<file path="config.mk">
export PLATFORM = sky130hd
export DESIGN_NAME = pipeline_fetch
export DESIGN_NICKNAME = d
export VERILOG_FILES = /design/src/rtl/pipeline_fetch.sv
export SDC_FILE = /design/constraint.sdc
export NUM_CORES = 1
export LEC_CHECK = 0
export ABC_CLOCK_PERIOD_IN_PS = 1600
export BUFFER_PORTS_ARGS = -buffer_cell sky130_fd_sc_hd__buf_2
export CORE_MARGIN = 5
export CORE_UTILIZATION = 48
export DETAILED_ROUTE_END_ITERATION = 10
export PLACE_DENSITY_LB_ADDON = 0.2
export SYNTH_ARGS = -nofsm -noshare
export SYNTH_HDL_FRONTEND = slang
export SYNTH_SLANG_ARGS = --single-unit
export TNS_END_PERCENT = 10
</file>
<file path="constraint.sdc">
create_clock -name clk -period 1.6 [get_ports clk]
set_input_delay 0.08 -clock clk [delete_from_list [all_inputs] [get_ports clk]]
set_output_delay 0.08 -clock clk [all_outputs]
set_load 0.03 [all_outputs]
</file>
<file path="src/rtl/pipeline_fetch.sv">
// Fetch stage of the pipelined RAT core: owns the PC, addresses the synchronous
// instruction BRAM and holds the fetch/decode latch feeding the decode stage.
module pipeline_fetch #(
   parameter int                     PC_WIDTH     = 10,
   parameter int                     INSTR_WIDTH  = 18,
   parameter logic [PC_WIDTH-1:0]    RESET_VECTOR = 10'h000,
   parameter logic [PC_WIDTH-1:0]    INT_VECTOR   = 10'h3FF,
   parameter logic [INSTR_WIDTH-1:0] NOP_INSTR    = 18'h00000
) (
   input  logic                   clk,
   input  logic                   reset,
   input  logic                   pc_reset,
   input  logic                   pc_load,
   input  logic [1:0]             pc_load_sel,
   input  logic                   pc_inc,
   input  logic [PC_WIDTH-1:0]    branch_target,
   input  logic [PC_WIDTH-1:0]    return_addr,
   input  logic                   imem_addr_mux,
   input  logic                   fetch_latch_stall,
   input  logic                   dec_nop,
   output logic [PC_WIDTH-1:0]    imem_addr,
   input  logic [INSTR_WIDTH-1:0] imem_data,
   output logic [INSTR_WIDTH-1:0] dec_instr,
   output logic [PC_WIDTH-1:0]    dec_pc,
   output logic                   dec_valid
);

   typedef enum logic {
      BUBBLE = 1'b0,
      RUN    = 1'b1
   } fetch_state_t;

   fetch_state_t        state;
   logic [PC_WIDTH-1:0] pc;
   logic [PC_WIDTH-1:0] fetch_pc_q;
   logic                fetch_valid;

   // Replay re-presents the address whose word is currently in flight.
   assign imem_addr   = imem_addr_mux ? fetch_pc_q : pc;
   assign fetch_valid = (state == RUN);

   always_ff @(posedge clk) begin
      if (reset || pc_reset) begin
         pc <= RESET_VECTOR;
      end else if (pc_load) begin
         case (pc_load_sel)
            2'd0:    pc <= branch_target;
            2'd1:    pc <= return_addr;
            2'd2:    pc <= INT_VECTOR;
            default: pc <= pc;
         endcase
      end else if (pc_inc) begin
         pc <= pc + PC_WIDTH'(1);
      end
   end

   // fetch_pc_q tags the BRAM word that shows up on imem_data next cycle.
   always_ff @(posedge clk) begin
      if (reset) begin
         fetch_pc_q <= RESET_VECTOR;
      end else begin
         fetch_pc_q <= imem_addr;
      end
   end

   always_ff @(posedge clk) begin
      if (reset || pc_reset) begin
         state <= BUBBLE;
      end else begin
         state <= RUN;
      end
   end

   // Bubble insertion beats stall so control can squash a held wrong-path word.
   always_ff @(posedge clk) begin
      if (reset) begin
         dec_instr <= NOP_INSTR;
         dec_pc    <= '0;
         dec_valid <= 1'b0;
      end else if (dec_nop) begin
         dec_instr <= NOP_INSTR;
         dec_valid <= 1'b0;
      end else if (!fetch_latch_stall) begin
         dec_instr <= imem_data;
         dec_pc    <= fetch_pc_q;
         dec_valid <= fetch_valid;
      end
   end

endmodule
</file>
==> metrics.md <==
| Metric | Value |
|---|---|
| Post-synth cell types | 35 |
| Iteration-0 DRC count of the detailed router | 44 |
| Synth warn | 0 |
| Worst Setup End Kind | flop |
| Clock Power Share | 0.360 |
| Post-CTS sizing | 0 |
| TritonCTS clock tree | yes |
| Int Power | 1.95 mW |
| Detail Route Antenna Nets | 0 |
| Sequential share of the synthesized area | 0.448 |
| Slew @ Worst Pin | 0.661 ns |
| Clk_skew | 0.00901 ns |
| Largest area contributor in the netlist | dfxtp_1 |
| Min cycle time layout | 1.53 ns |
| Die H | 78.2 um |
| Number of synthesized flops with an enable pin | 0 |
| Mapped Area | between 2000 and 2500 sq um |
| Switching Share | 0.257 |
| CP max-delay cell | dfxtp_1 |
| Synth top area cells | dfxtp_1 (45%), mux2i_1 (9.0%), a21oi_1 (6.3%) |
| Worst setup SP type | flop |
| Detailed Place HPWL | 4.13 mm |
| Rows | 24 |
| Post-route DRC | 0 |
| Iteration count of the initial detailed-routing pass | 4 |
| Crit-path max FO | 6 |
| Worst-case vdd ir drop | ~0.00051 V |
| Unrepaired setup endpoints after global routing | no |
| Buf/Inv on CP | 0 |
| Grt ovf | 0 |
| Setup bufs post-CTS | 0 |
| Total die area | 6120 sq um |
| Clock tree buffer depth | 2 |
| Htree depth | 2 |
| Final WL | 5.39 mm |
| GRT Util Overall | 0.177 |
| Period utilization | 0.959 |
| N_diodes | 0 |
| Max cap viols | 0 |
| Ys async rst share | 0 |
| Hold Vio Cnt, Final | 0 |
| P_leak | approximately 1.4 nW |
| Syn Inst Count | 261 |
| Inst Count DP | 394 |
| Area delta synth->final | 29.0% |
| Avg Cell Area, Syn | between 8 and 9 sq um |
| Vias per cell | between 5 and 6 |
| Root buf cell | clkbuf_8 |
| Final Wtd Congestion | roughly 0.9 |
| Setup TNS | 0 ns |
| Flop pwr share | 0.495 |
| Commonest non-fill, non-tap cell in the layout | buf_2 |
| Syn Nets | approximately 310 |
| Slowest Stage Delay on Critical Path | 0.44 ns |
| Commonest non-fill, non-tap cells in the layout | buf_2 (86), dfxtp_1 (50), nand2_1 (35), nor2_1 (28), a21oi_1 (28) |
| Total CTS buffers | 5 |
| Clk Latency, worst-skew pair | 0.30 ns |
| CP arrival | 1.72 ns |
| Clock sink count | 50 |
| Final nets | 401 |
| Data required, critical path | between 1.5 and 2 ns |
| Crit path kind | reg2reg |
| Worst-path cell chain | nand2_2 > or3_1 > a2111oi_2 > a211oi_1 |
| Status | complete, no violations |
| Rel. slew slack | 0.558 |
| Via count | 2,088 |
| Top-area cell type share of the netlist area | 0.448 |
| First-pass GRT wire length | roughly 8.9 mm |
| Die span in x | 78.2 um |
| Core area | 4440 sq um |
| Post-CTS Hold Buffers | 0 |
| I/O pin count | 87 |
| Clk slew on worst S/H paths | 0.10 ns |
| Final std cells w/o fill | approximately 400 |
| Final Max Slew Viols | 0 |
| Final setup vio count | 0 |
| Antenna violations before repair | 0 |
| Synthesized flop and latch total | 50 |
| Share of cells above drive strength 1 | 0.363 |
| Vias in the first global route | 2,086 |
| Pwr Density | 910 nW/um^2 |
| Drt wl/cell | 13.4 um |
| Fmax achieved | about 650 MHz |
| Switching power | approximately 0.67 mW |
| Logic gate share of total power | 0.145 |
| Initial core utilization | 0.503 |
| CP top delay family | simple AND/OR/NAND/NOR gates |
| Filler cells | ~430 |
| PortBufs | 86 |
| Pin count of the biggest net entering global routing | 21 |
| Hold crit path type | in2reg |
| Top_reg_cell synth | dfxtp_1 |
[cells in the mapped netlist (all sizes together), types with 2 or more instances]
cell / n
a211oi: 2
a21o: 2
a21oi: 28
a31oi: 2
buf: 4
clkbuf: 13
dfxtp: 50
ha: 4
inv: 5
mux2: 9
mux2i: 20
nand2: 36
nand3: 2
nand4: 2
nor2: 28
nor2b: 11
nor3: 2
nor4: 4
o21ai: 23
or2: 3
[metrics by stage]
| stage | cell area, sq um | worst slack [ns] | hold slack (ns) | power (mW) | utilization |
|---|---|---|---|---|---|
| floorplan | 2230 | 0.157 | 0.224 | 1.57 | - |
| global placement | 2750 | 0.145 | 0.313 | 1.70 | 0.619 |
| detailed placement | 2750 | 0.0622 | 0.324 | 1.71 | 0.619 |
| CTS | 2870 | 0.0922 | 0.00281 | 2.64 | 0.646 |
| global route | 2880 | 0.0129 | 0.00994 | 2.75 | 0.648 |
| finish | 2880 | 0.0653 | 0.00313 | 2.62 | 0.648 |
[state kept, by name (all words and copies together), names as in the netlist]
name         cells
dec_instr       18
fetch_valid      1
fetch_pc_q      10
pc              10
dec_valid        1
dec_pc          10
[power groups by stage]
stage	clock, mW	sequential (mW)	combinational (mW)
detailed placement	0	1.33	0.380
global route	1.02	1.30	0.421
floorplan	0	1.36	0.207
global placement	0	1.32	0.375
CTS	0.956	1.30	0.382
finish	0.945	1.30	0.380
[final cells by class]
type / count / area [sq um] / share of cell area
Tap cell: 52 / 65.1 / 0.0226
Sequential cell: 50 / 1000 / 0.347
Clock buffer: 6 / 82.6 / 0.0287
Clock inverter: 2 / 38.8 / 0.0135
Inverter: 5 / 18.8 / 0.00651
Multi-Input combinational cell: 189 / 1150 / 0.401
Timing Repair Buffer: 98 / 520 / 0.181
[worst register-to-register path, stage by stage, from the launching register on]
cell	delay, ns
dfxtp_1	0.44
nand2_2	0.12
or3_1	0.39
a2111oi_2	0.37
a211oi_1	0.09
[logic make-up after synthesis]
logic type                 count (synthesis)  synth area share
muxes                                     29             0.135
adders and majority gates                  4            0.0224
buffers and inverters                     22            0.0387
AOI/OAI and AO/OA                         62             0.156
DFF                                       50             0.448
and+or+nand+nor                           94             0.200
[routing by layer]
layer  vias up  part of all wire  track usage
met5         -                 0            0
met4         0            0.0096       0.0524
met3         7             0.073       0.0446
met2        64              0.48        0.324
met1       944              0.43        0.204
li1       1073                 -            -
[path summary, 6_finish.rpt]
check	startpoint	endpoint	slack, ns	cells past startpoint
worst min-delay path	imem_data[10]	dec_instr[10]	0.003	3
worst max register to register	pc[4]	pc[9]	0.07	4
worst min register to register	fetch_pc_q[5]	dec_pc[5]	0.45	2
worst max-delay path	pc[4]	pc[9]	0.07	4
No activity file was read; power rests on OpenSTA's default activity.
